File: src/rtl/cpu_exec_ctrl.sv
// cpu_exec_ctrl: CPU clock-enable scheduler (stop/run/step/breakpoint/error halt).
// Define PDU_CYCLE_COUNT_EN to count issued cpu_ce pulses on cycle_cnt; otherwise it reads 0.
module cpu_exec_ctrl #(
    parameter int DIV_W = 24
) (
    input  logic             clk,
    input  logic             rstn,
    input  logic             cmd_run,
    input  logic             cmd_step,
    input  logic             cmd_stop,
    input  logic [DIV_W-1:0] div_cfg,
    input  logic             bp_valid,
    input  logic [31:0]      bp_addr,
    input  logic [31:0]      current_pc,
    input  logic             cpu_hold,
    input  logic             cpu_error,
    output logic             cpu_ce,
    output logic             cpu_stop,
    output logic             bp_hit,
    output logic [1:0]       state,
    output logic [31:0]      cycle_cnt
);
    typedef enum logic [1:0] {IDLE = 2'b00, RUN = 2'b01, STEP = 2'b10, ERR = 2'b11} state_e;
    state_e           state_q, state_d;
    logic [DIV_W-1:0] div_cnt_q, div_cnt_d, div_lat_q, div_lat_d;
    logic             ce_q, bp_hit_q, bp_hit_d, bp_match;

    // PC is only meaningful the cycle after a pulse, so the match is gated by ce_q
    assign bp_match = (state_q == RUN) & ce_q & bp_valid & (current_pc == bp_addr);
    assign cpu_ce = ((state_q == RUN) & (div_cnt_q == div_lat_q) & ~cpu_hold & ~cmd_stop & ~cpu_error & ~bp_match)
                  | ((state_q == STEP) & ~cpu_hold & ~cpu_error);
    assign cpu_stop = (state_q == IDLE) | (state_q == ERR);
    assign bp_hit   = bp_hit_q;
    assign state    = state_q;

    always_comb begin
        state_d   = state_q;
        div_cnt_d = div_cnt_q;
        div_lat_d = div_lat_q;
        bp_hit_d  = 1'b0;
        if (cpu_error) state_d = ERR;
        else begin
            case (state_q)
                IDLE: begin
                    if (!cmd_stop && cmd_step) state_d = STEP;
                    else if (!cmd_stop && cmd_run) begin
                        state_d   = RUN;
                        div_lat_d = div_cfg;
                        div_cnt_d = '0;
                    end
                end
                RUN: begin
                    if (cmd_stop) state_d = IDLE;
                    else if (bp_match) begin
                        state_d  = IDLE;
                        bp_hit_d = 1'b1;
                    end else if (!cpu_hold) div_cnt_d = (div_cnt_q == div_lat_q) ? '0 : div_cnt_q + 1'b1;
                end
                STEP: if (cmd_stop || !cpu_hold) state_d = IDLE;
                default: if (cmd_stop) state_d = IDLE;
            endcase
        end
    end

    always_ff @(posedge clk or negedge rstn) begin
        if (!rstn) begin
            state_q   <= IDLE;
            div_cnt_q <= '0;
            div_lat_q <= '0;
            ce_q      <= 1'b0;
            bp_hit_q  <= 1'b0;
        end else begin
            state_q   <= state_d;
            div_cnt_q <= div_cnt_d;
            div_lat_q <= div_lat_d;
            ce_q      <= cpu_ce;
            bp_hit_q  <= bp_hit_d;
        end
    end

`ifdef PDU_CYCLE_COUNT_EN
    logic [31:0] cycle_cnt_q;
    always_ff @(posedge clk or negedge rstn) begin
        if (!rstn) cycle_cnt_q <= '0;
        else if (cpu_ce) cycle_cnt_q <= cycle_cnt_q + 32'd1;
    end
    assign cycle_cnt = cycle_cnt_q;
`else
    assign cycle_cnt = '0;
`endif
endmodule

File: config.mk
export PLATFORM = sky130hd
export DESIGN_NAME = cpu_exec_ctrl
export DESIGN_NICKNAME = d
export VERILOG_FILES = /design/src/rtl/cpu_exec_ctrl.sv
export SDC_FILE = /design/constraint.sdc
export NUM_CORES = 1
export LEC_CHECK = 0
export BUFFER_PORTS_ARGS = -buffer_cell sky130_fd_sc_hd__buf_2
export CAP_MARGIN = 10
export CORE_MARGIN = 2
export CORE_UTILIZATION = 51
export CTS_BUF_LIST = sky130_fd_sc_hd__clkbuf_8
export CTS_CLUSTER_SIZE = 20
export DETAILED_ROUTE_END_ITERATION = 8
export PLACE_DENSITY = 0.82
export SLEW_MARGIN = 10
export SYNTH_ARGS = -nofsm -noshare
export SYNTH_HDL_FRONTEND = slang
export SYNTH_SLANG_ARGS = --single-unit
File: constraint.sdc
create_clock -name clk -period 3.39 [get_ports clk]
set_input_delay 0.678 -clock clk [delete_from_list [all_inputs] [get_ports clk]]
set_output_delay 0.678 -clock clk [all_outputs]
set_load 0.05 [all_outputs]
==> results_dict.tcl, run 1 <==
set metrics [dict create \
    status "finished clean" \
    antenna_found_initial 0 \
    cts_tree "yes" \
    cap_viol_max_count 0 \
    antennaDiodeCount 0 \
    grt.overflow.total 0 \
    synth_fa_ha_area_share_pct 1.41 \
    htreeDepth 2 \
    ioPinCount 133 \
    grt_max_degree 33 \
    start_util_pct 52.6 \
    slew_viol_final 0 \
    clk_latency_ns 0.32 \
    r2r_end "div_cnt_q[13]$_DFFE_PN0P_" \
    cp_cell_sequence "xnor2_1, nand4_1, nor4_2, nand2_1, or3_1, a21oi_1, buf_2" \
    finalPower_uw 2440 \
    cts_buffer_depth 2 \
    finalSetupTns_ns 0 \
    post-cts-setup-buffers 0 \
    coreArea_um2 6760 \
    start_kind "flip-flop" \
    yosys.cell_types.count 47 \
    p_int_uw 1440 \
    p_seq_share_pct 41.0 \
    cts_resized 0 \
    ctsHoldBuffers 0 \
    cpMaxStageDelayCell "dfrtp_1" \
    syn_inst 372 \
    peakVddDrop_uv 462 \
    clock_power_share_pct 15.5 \
    finalWirelength_um 8200 \
    seq_area_frac_synth_pct 36.6 \
    power_frac_comb_pct 43.4 \
    worst_pin_slew_ns 0.864 \
    initialDrtViolationCount 150 \
    syn_avg_cell_area_um2 9.56 \
    crit_arrival_ns 2.50 \
    p_per_area_nw_per_um2 591 \
    ant_nets 0 \
    cts_root_buffer "clkbuf_8" \
    nets 572 \
    slew_headroom_pct 42.4 \
    io_buffers 100 \
    drive_above_1_share_pct 30.9 \
    ys.flop_type "dfrtp_1" \
    cp_num_buf_inv 1 \
    synth_compound_area_share_pct 13.7 \
    setup_viol 0 \
    cp.required_ns 2.71 \
    cts_inserted_buffers 5 \
    clock-sinks 52 \
    drc 0 \
    grt_pass1_vias 3034 \
    crit_family "simple AND/OR/NAND/NOR gates" \
    synth_edf_count 0 \
    num_vias 3110 \
    fill_cells 585 \
    skew_ns 0.00439 \
    grt_use_total_pct 22.5 \
    ys_warn_count 0 \
    grt_pass1_wl_um 13600 \
    final_common_cell "buf_2" \
    wl_per_cell_um 14.8 \
    rows 30 \
    finalCritPeriodShare_pct 93.9 \
    synth_xor_area_share_pct 13.8 \
    reg2reg_slack_ns 0.90 \
    crit_path_end_kind "output port" \
    switchingPower_uw 1000 \
    period_minus_slack_ns 3.18 \
    async_flop_share_pct 100 \
    clk_pin_slew_ns 0.09 \
    dieArea_um2 7660 \
    routabilityCongestion 0.885 \
    path_class "flip-flop to output port" \
    regToRegStartpoint "state[1]$_DFFE_PN0P_" \
    total_leakage_power_uw 0.00189 \
    reg2reg_depth 10 \
    syn_to_final_growth_pct 16.2 \
    rsz0062_at_grt "false" \
    min-delay-path-class "input port to asynchronous set/reset pin" \
    synthMuxAreaShare_pct 7.60 \
    netlist_area_um2 3560 \
    fmax_mhz 314 \
    synthSimpleGateAreaFrac_pct 17.0 \
    vias_per_cell 5.62 \
    drt_pass1_iterations 5 \
    die_x_um 87.5 \
    synth_top_family_by_area "simple AND/OR/NAND/NOR gates" \
    sw_frac_of_total_pct 40.9 \
    slowest_delay_ns 0.45 \
    crit_fanout 6 \
    layout_common_cells "100 x buf_2, 52 x dfrtp_1, 45 x xnor2_1, 32 x conb_1" \
    die_h_um 87.5 \
    ys_seq_elements 52 \
    dpl.hpwl_um 6320 \
    finalHoldViolations 0 \
]
==> metrics by stage <==
step           utilization, %  cells  hold slack, ns  instance area, µm²  setup slack [ns]
6_report                 61.1    553           0.290                4130             0.208
5_1_grt                  61.1    553           0.311                4130            0.0806
3_5_place_dp             59.7    545           0.520                4040             0.317
4_1_cts                  61.1    553           0.297                4130             0.227
3_3_place_gp             59.7    545           0.515                4040             0.344
2_1_floorplan               -    403           0.382                3670            0.0886
==> sequential cells by signal (all words and copies together) (netlist names) <==
name,flops
div_lat_q,24
bp_hit,1
ce_q,1
div_cnt_q,24
state,2
==> synthesized netlist by cell type (3+ instances only) <==
cell	instances	share of area, %
a211o_1	10	2.5
a211oi_1	11	2.3
a22o_1	10	2.5
and3_1	6	1.1
buf_2	4	0.56
buf_4	32	6.8
clkbuf_1	8	0.84
dfrtp_1	52	37
ha_1	4	1.4
inv_1	11	1.2
mux2_2	24	7.6
nand2_1	18	1.9
nand3_1	18	2.5
nand4_1	19	3.3
nor2_1	24	2.5
nor4_1	4	0.70
o21ai_0	12	1.7
o2bb2ai_1	3	0.74
o31ai_1	6	1.3
or3_1	5	0.88
xnor2_1	45	11
xor2_1	11	2.7
==> power by group through the flow <==
stage / combinational [µW] / clock, µW / sequential (µW)
after floorplan: 786 / 0 / 1000
after CTS: 1060 / 389 / 1000
final: 1060 / 380 / 1000
after global routing: 1160 / 415 / 1030
after detailed placement: 1060 / 0 / 1020
after global placement: 1030 / 0 / 1010
==> cell type report <==
| type | instances | area (µm²) | share of cell area, % |
|---|---|---|---|
| inverter | 12 | 45.0 | 1.09 |
| multi-input combinational | 294 | 2040 | 49.3 |
| clock buffer | 6 | 82.6 | 2.00 |
| clock inverter | 2 | 13.8 | 0.333 |
| sequential | 52 | 1300 | 31.5 |
| timing repair buffer | 107 | 553 | 13.4 |
| tap | 80 | 100 | 2.42 |
==> worst register-to-register path: stages, from the launching register on <==
cell	delay, ns
dfrtp_1	0.42
inv_1	0.09
ha_1	0.22
clkinv_1	0.25
o21ai_0	0.23
nand3_1	0.09
buf_4	0.23
a211oi_1	0.25
buf_4	0.19
nand2_1	0.14
o41ai_1	0.27
==> kinds of logic after synthesis <==
logic type | after synthesis
compound gates | 65
mux | 24
other cells | 1
simple gates | 113
fa+ha+maj | 4
flops | 52
buf+inv | 57
xor+xnor | 56
==> how the worst max path moves through the flow <==
stage                     depth (start not counted)                startpoint      to
final                                             7  div_cnt_q[7]$_DFFE_PN0P_  cpu_ce
after global routing                              7  div_cnt_q[7]$_DFFE_PN0P_  cpu_ce
after CTS                                         7  div_cnt_q[7]$_DFFE_PN0P_  cpu_ce
after detailed placement                          8               bp_addr[20]  cpu_ce
after global placement                            8               bp_addr[20]  cpu_ce
after floorplan                                   8      state[1]$_DFFE_PN0P_  cpu_ce
==> routing by layer <==
metal	GRT usage, %	share of wire [%]
met1	29.2	41
met2	38.2	51
met3	3.79	6.1
met4	7.27	1.8
met5	0	0
Power figures use the tool's default switching activity.
==> inputs of run 2 (changes only) <==
CORE_UTILIZATION = 46   (was 51)
PLACE_DENSITY = 0.78   (was 0.82)
clock period = 2.8 ns   (was 3.39 ns; I/O delays follow)
==> run 2 against run 1 <==
- the flow now finishes with violations (setup timing)
- critical path depth unchanged
- hold slack improved by 0.0082 ns
- largest cell class unchanged
- critical path type unchanged
- cell count increased by 6.3%
- power increased by 23%
- worst setup slack got worse by 0.25 ns
==> results_dict.tcl, run 2 (synthesis results as in run 1) <==
set metrics [dict create \
    status "finished with violations" \
    violations "setup timing" \
    final_common_cell "buf_2" \
    drt_pass1_iterations 4 \
    cts_root_buffer "clkbuf_8" \
    wl_per_cell_um 14.3 \
    antennaDiodeCount 0 \
    drive_above_1_share_pct 34.0 \
    period_minus_slack_ns 2.84 \
    dp_slack_ns -0.0577 \
    wl_met2_um 4360 \
    nets 585 \
    skew_ns 0.00467 \
    placed_area_um2 4150 \
    clk_latency_ns 0.31 \
    dieArea_um2 8450 \
    power_frac_comb_pct 44.2 \
    crit_arrival_ns 2.28 \
    crit_fanout 2 \
    cts_tree "yes" \
    switchingPower_uw 1230 \
    reg2reg_depth 8 \
    fmax_mhz 352 \
    path_class "flip-flop to output port" \
    start_util_pct 46.7 \
    cts_buffer_depth 2 \
    syn_to_final_growth_pct 20.9 \
    crit_path_end_kind "output port" \
    final_cell_area_um2 4300 \
    vias_per_cell 5.26 \
    wl_met1_um 3520 \
    htreeDepth 2 \
    p_seq_share_pct 40.6 \
    cts_inserted_buffers 5 \
    slew_viol_final 0 \
    drc 0 \
    die_x_um 91.9 \
    setup_viol 1 \
    total_leakage_power_uw 0.00197 \
    dpl.hpwl_um 6560 \
    peakVddDrop_uv 395 \
    ctsHoldBuffers 0 \
    layout_common_cells "99 x buf_2, 50 x dfrtp_1, 43 x xnor2_1, 32 x conb_1" \
    grt_max_degree 34 \
    coreArea_um2 7610 \
    finalPower_uw 3010 \
    finalHoldViolations 0 \
    cap_viol_max_count 0 \
    routabilityCongestion 0.899 \
    rsz0062_at_grt "true" \
    grt.overflow.total 0 \
    die_h_um 91.9 \
    slew_headroom_pct 40.9 \
    clock_power_share_pct 15.2 \
    rows 32 \
    ioPinCount 133 \
    initialDrtViolationCount 158 \
    multi_input_area_um2 2070 \
    layout_setup_ws_ns -0.0383 \
    clock-sinks 52 \
    grt_pass1_vias 3070 \
    finalWirelength_um 8440 \
    fill_cells 725 \
    grt_use_total_pct 20.3 \
    ant_nets 0 \
    p_int_uw 1770 \
    regArea_um2 1300 \
    start_kind "flip-flop" \
    finalCritPeriodShare_pct 101 \
    cp.required_ns 2.24 \
    antenna_found_initial 0 \
    worst_pin_slew_ns 0.886 \
    p_per_area_nw_per_um2 700 \
    worst_hold_slack_ns 0.298 \
    num_vias 3092 \
    clk_pin_slew_ns 0.09 \
    grt_pass1_wl_um 13800 \
    io_buffers 100 \
    sw_frac_of_total_pct 41.0 \
    wl_met3_um 441 \
    min-delay-path-class "input port to asynchronous set/reset pin" \
    routed.top_layer "met4" \
]
==> run 2: cell count changes in the layout (fill, tap and decap cells not counted), sizes merged <==
cell,change
buf,+13
==> run 2: routing by layer <==
metal | GRT usage (%) | up-vias
li1 | - | 1498
met1 | 25.3 | 1479
met2 | 35.5 | 101
met3 | 3.86 | 14
met4 | 6.34 | 0
met5 | 0 | -
==> run 2: worst paths after layout <==
check                                     startpoint                         to  slack, ns
setup / recovery           div_lat_q[18]$_DFFE_PN0P_                     cpu_ce      -0.04
hold / removal                                  rstn  div_lat_q[19]$_DFFE_PN0P_       0.30
setup reg to reg            div_cnt_q[0]$_DFFE_PN0P_  div_cnt_q[20]$_DFFE_PN0P_       0.50
hold reg to reg            div_lat_q[11]$_DFFE_PN0P_  div_lat_q[11]$_DFFE_PN0P_       0.53
max in group asynchronous                       rstn  div_cnt_q[18]$_DFFE_PN0P_       1.83
min in group clk                            cpu_hold             ce_q$_DFF_PN0_       0.46
==> run 2: final cells by class <==
type	count	area share [%]
Tap cell	102	2.97
Multi-Input combinational cell	294	48.1
Sequential cell	52	30.3
Clock buffer	6	1.92
Timing Repair Buffer	120	15.4
Inverter	12	1.05
Clock inverter	2	0.320
==> run 2: worst max-delay path, stage by stage, from the launching register on <==
cell     delay [ns]
dfrtp_1        0.44
xnor2_2        0.21
nand4_1        0.16
nor4_2         0.33
nand2_1        0.12
or3_4          0.39
a21oi_4        0.16
buf_8          0.16
==> run 2: power groups by stage <==
stage               registers [µW]  clock network (µW)  logic (µW)
floorplan                     1210                   0         955
global placement              1220                   0        1270
detailed placement            1230                   0        1300
CTS                           1220                 469        1320
global route                  1260                 492        1450
finish                        1220                 457        1330
==> run 2: repair_timing <==
| item | in CTS | in global routing |
|---|---|---|
| gates resized for setup | 6 | 2 |
| endpoints found under the hold margin | 0 | 0 |
| pin swaps | 6 | 2 |
| buffers inserted | 0 | 3 |
| setup endpoints to repair | 1 | 1 |
==> run 2: through the flow <==
stage	utilization [%]	TNS (ns)	std cells
floorplan	-	0	403
global placement	54.5	-0.0711	577
detailed placement	54.5	-0.0577	577
CTS	56.1	-0.0951	585
global route	56.5	-0.132	588
finish	56.5	-0.0383	588
==> inputs of run 3 (changes only) <==
RECOVER_POWER = 50   (was not set)
==> run 3 against run 2 <==
- the run ends with capacitance limit, slew limit, setup timing left
- clock power is essentially flat
- wire length shrank 0.53%
- worst setup slack lost 0.0047 ns
- sequential power is essentially flat
- sequential cell count is the same
- utilization shrank 0.15 points
- fmax shrank 0.17%
- via count shrank 0.45%
- critical path depth is the same
- power shrank 0.21%
- count of clock-buffer cells in the layout is the same
- combinational power is essentially flat
- critical path type unchanged
- critical endpoint unchanged
==> results_dict.tcl, run 3 (synthesis results as in run 1) <==
set metrics [dict create \
    slew_viol_final 34 \
    dpl.hpwl_um 6560 \
    period_minus_slack_ns 2.84 \
    htreeDepth 2 \
    clock-sinks 52 \
    drive_above_1_share_pct 32.9 \
    path_class "flip-flop to output port" \
    min-delay-path-class "input port to flip-flop" \
    cts_buffer_depth 2 \
    io_buffers 100 \
    rows 32 \
    vias_per_cell 5.23 \
    final_cell_area_um2 4290 \
    fin_util_pct 56.4 \
    grt_use_total_pct 20.3 \
    grt_pass1_wl_um 13800 \
    worst_hold_slack_ns 0.456 \
    finalCritPeriodShare_pct 102 \
    layout_setup_ws_ns -0.0430 \
    antenna_found_initial 0 \
    status "finished with violations" \
    peakVddDrop_uv 395 \
    ioPinCount 133 \
    finalHoldViolations 0 \
    placed_area_um2 4150 \
    worst_pin_slew_ns 1.70 \
    cp_num_buf_inv 1 \
    start_util_pct 46.7 \
    rsz0062_at_grt "true" \
    grt.overflow.total 0 \
    total_leakage_power_uw 0.00196 \
    wl_per_cell_um 14.3 \
    ant_nets 0 \
    crit_arrival_ns 2.28 \
    clk_pin_slew_ns 0.09 \
    antennaDiodeCount 0 \
    drt_pass1_iterations 4 \
    clk_latency_ns 0.31 \
    routabilityCongestion 0.899 \
    skew_ns 0.00545 \
    grt_max_degree 34 \
    cp.required_ns 2.24 \
    num_vias 3078 \
    slew_headroom_pct -13.3 \
    cts_inserted_buffers 5 \
    die_x_um 91.9 \
    cts_root_buffer "clkbuf_8" \
    dieArea_um2 8450 \
    grt_pass1_vias 3070 \
    slowest_delay_ns 0.44 \
    crit_family "simple AND/OR/NAND/NOR gates" \
    crit_path_end_kind "output port" \
    final_common_cell "buf_2" \
    syn_to_final_growth_pct 20.6 \
    start_kind "flip-flop" \
    drc 0 \
    die_h_um 91.9 \
    cpMaxStageDelayCell "dfrtp_1" \
    cap_viol_max_count 1 \
    fmax_mhz 352 \
    crit_fanout 2 \
    layout_common_cells "96 x buf_2, 50 x dfrtp_1, 43 x xnor2_1, 32 x conb_1" \
    cts_tree "yes" \
    p_per_area_nw_per_um2 700 \
    finalPower_uw 3000 \
    violations "capacitance limit, slew limit, setup timing" \
    finalWirelength_um 8390 \
    setup_viol 1 \
    cp_cell_sequence "xnor2_2, nand4_1, nor4_2, nand2_1, or3_4, a21oi_4, buf_8" \
    coreArea_um2 7610 \
    initialDrtViolationCount 174 \
    ctsHoldBuffers 0 \
    nets 585 \
    fill_cells 725 \
]
-- run 3: layout make-up --
| cell class | count | area [µm²] | area share [%] |
|---|---|---|---|
| Multi-Input combinational cell | 294 | 2070 | 48.2 |
| Tap cell | 102 | 128 | 2.98 |
| Timing Repair Buffer | 120 | 649 | 15.1 |
| Clock buffer | 6 | 82.6 | 1.93 |
| Inverter | 12 | 45.0 | 1.05 |
| Clock inverter | 2 | 13.8 | 0.321 |
| Sequential cell | 52 | 1300 | 30.4 |
-- run 3: final timing paths --
check	startpoint	to	slack [ns]	depth (start not counted)
hold / removal	cpu_hold	ce_q$_DFF_PN0_	0.46	2
min in group asynchronous	rstn	div_lat_q[23]$_DFFE_PN0P_	0.68	1
setup reg to reg	div_cnt_q[0]$_DFFE_PN0P_	div_cnt_q[20]$_DFFE_PN0P_	0.49	8
max in group asynchronous	rstn	div_cnt_q[18]$_DFFE_PN0P_	0.73	2
setup / recovery	div_lat_q[18]$_DFFE_PN0P_	cpu_ce	-0.04	7
hold reg to reg	div_lat_q[11]$_DFFE_PN0P_	div_lat_q[11]$_DFFE_PN0P_	0.54	1
-- run 3: layer usage --
metal,up-vias,part of all wire [%],GRT usage (%)
met4,0,0.97,6.34
met2,102,52,35.5
met5,-,0,0
li1,1499,-,-
met1,1469,41,25.3
met3,8,6.1,3.86
-- run 3: report_power, final --
group / switching, µW / internal [µW]
registers: 227 / 992
clock network: 253 / 203
logic: 751 / 576
total: 1230 / 1770
-- run 3: per-stage QoR --
step                setup TNS [ns]  std cells  worst slack (ns)
floorplan                        0        403           0.00540
global placement           -0.0711        577           -0.0711
detailed placement         -0.0577        577           -0.0577
CTS                        -0.0951        585           -0.0951
global route                -0.132        588            -0.132
finish                     -0.0430        588           -0.0430
-- run 3: what timing repair did --
item	CTS	global route
pin swaps	6	2
endpoints found under the setup margin	1	1
buffers inserted	0	3
resized for setup	6	2
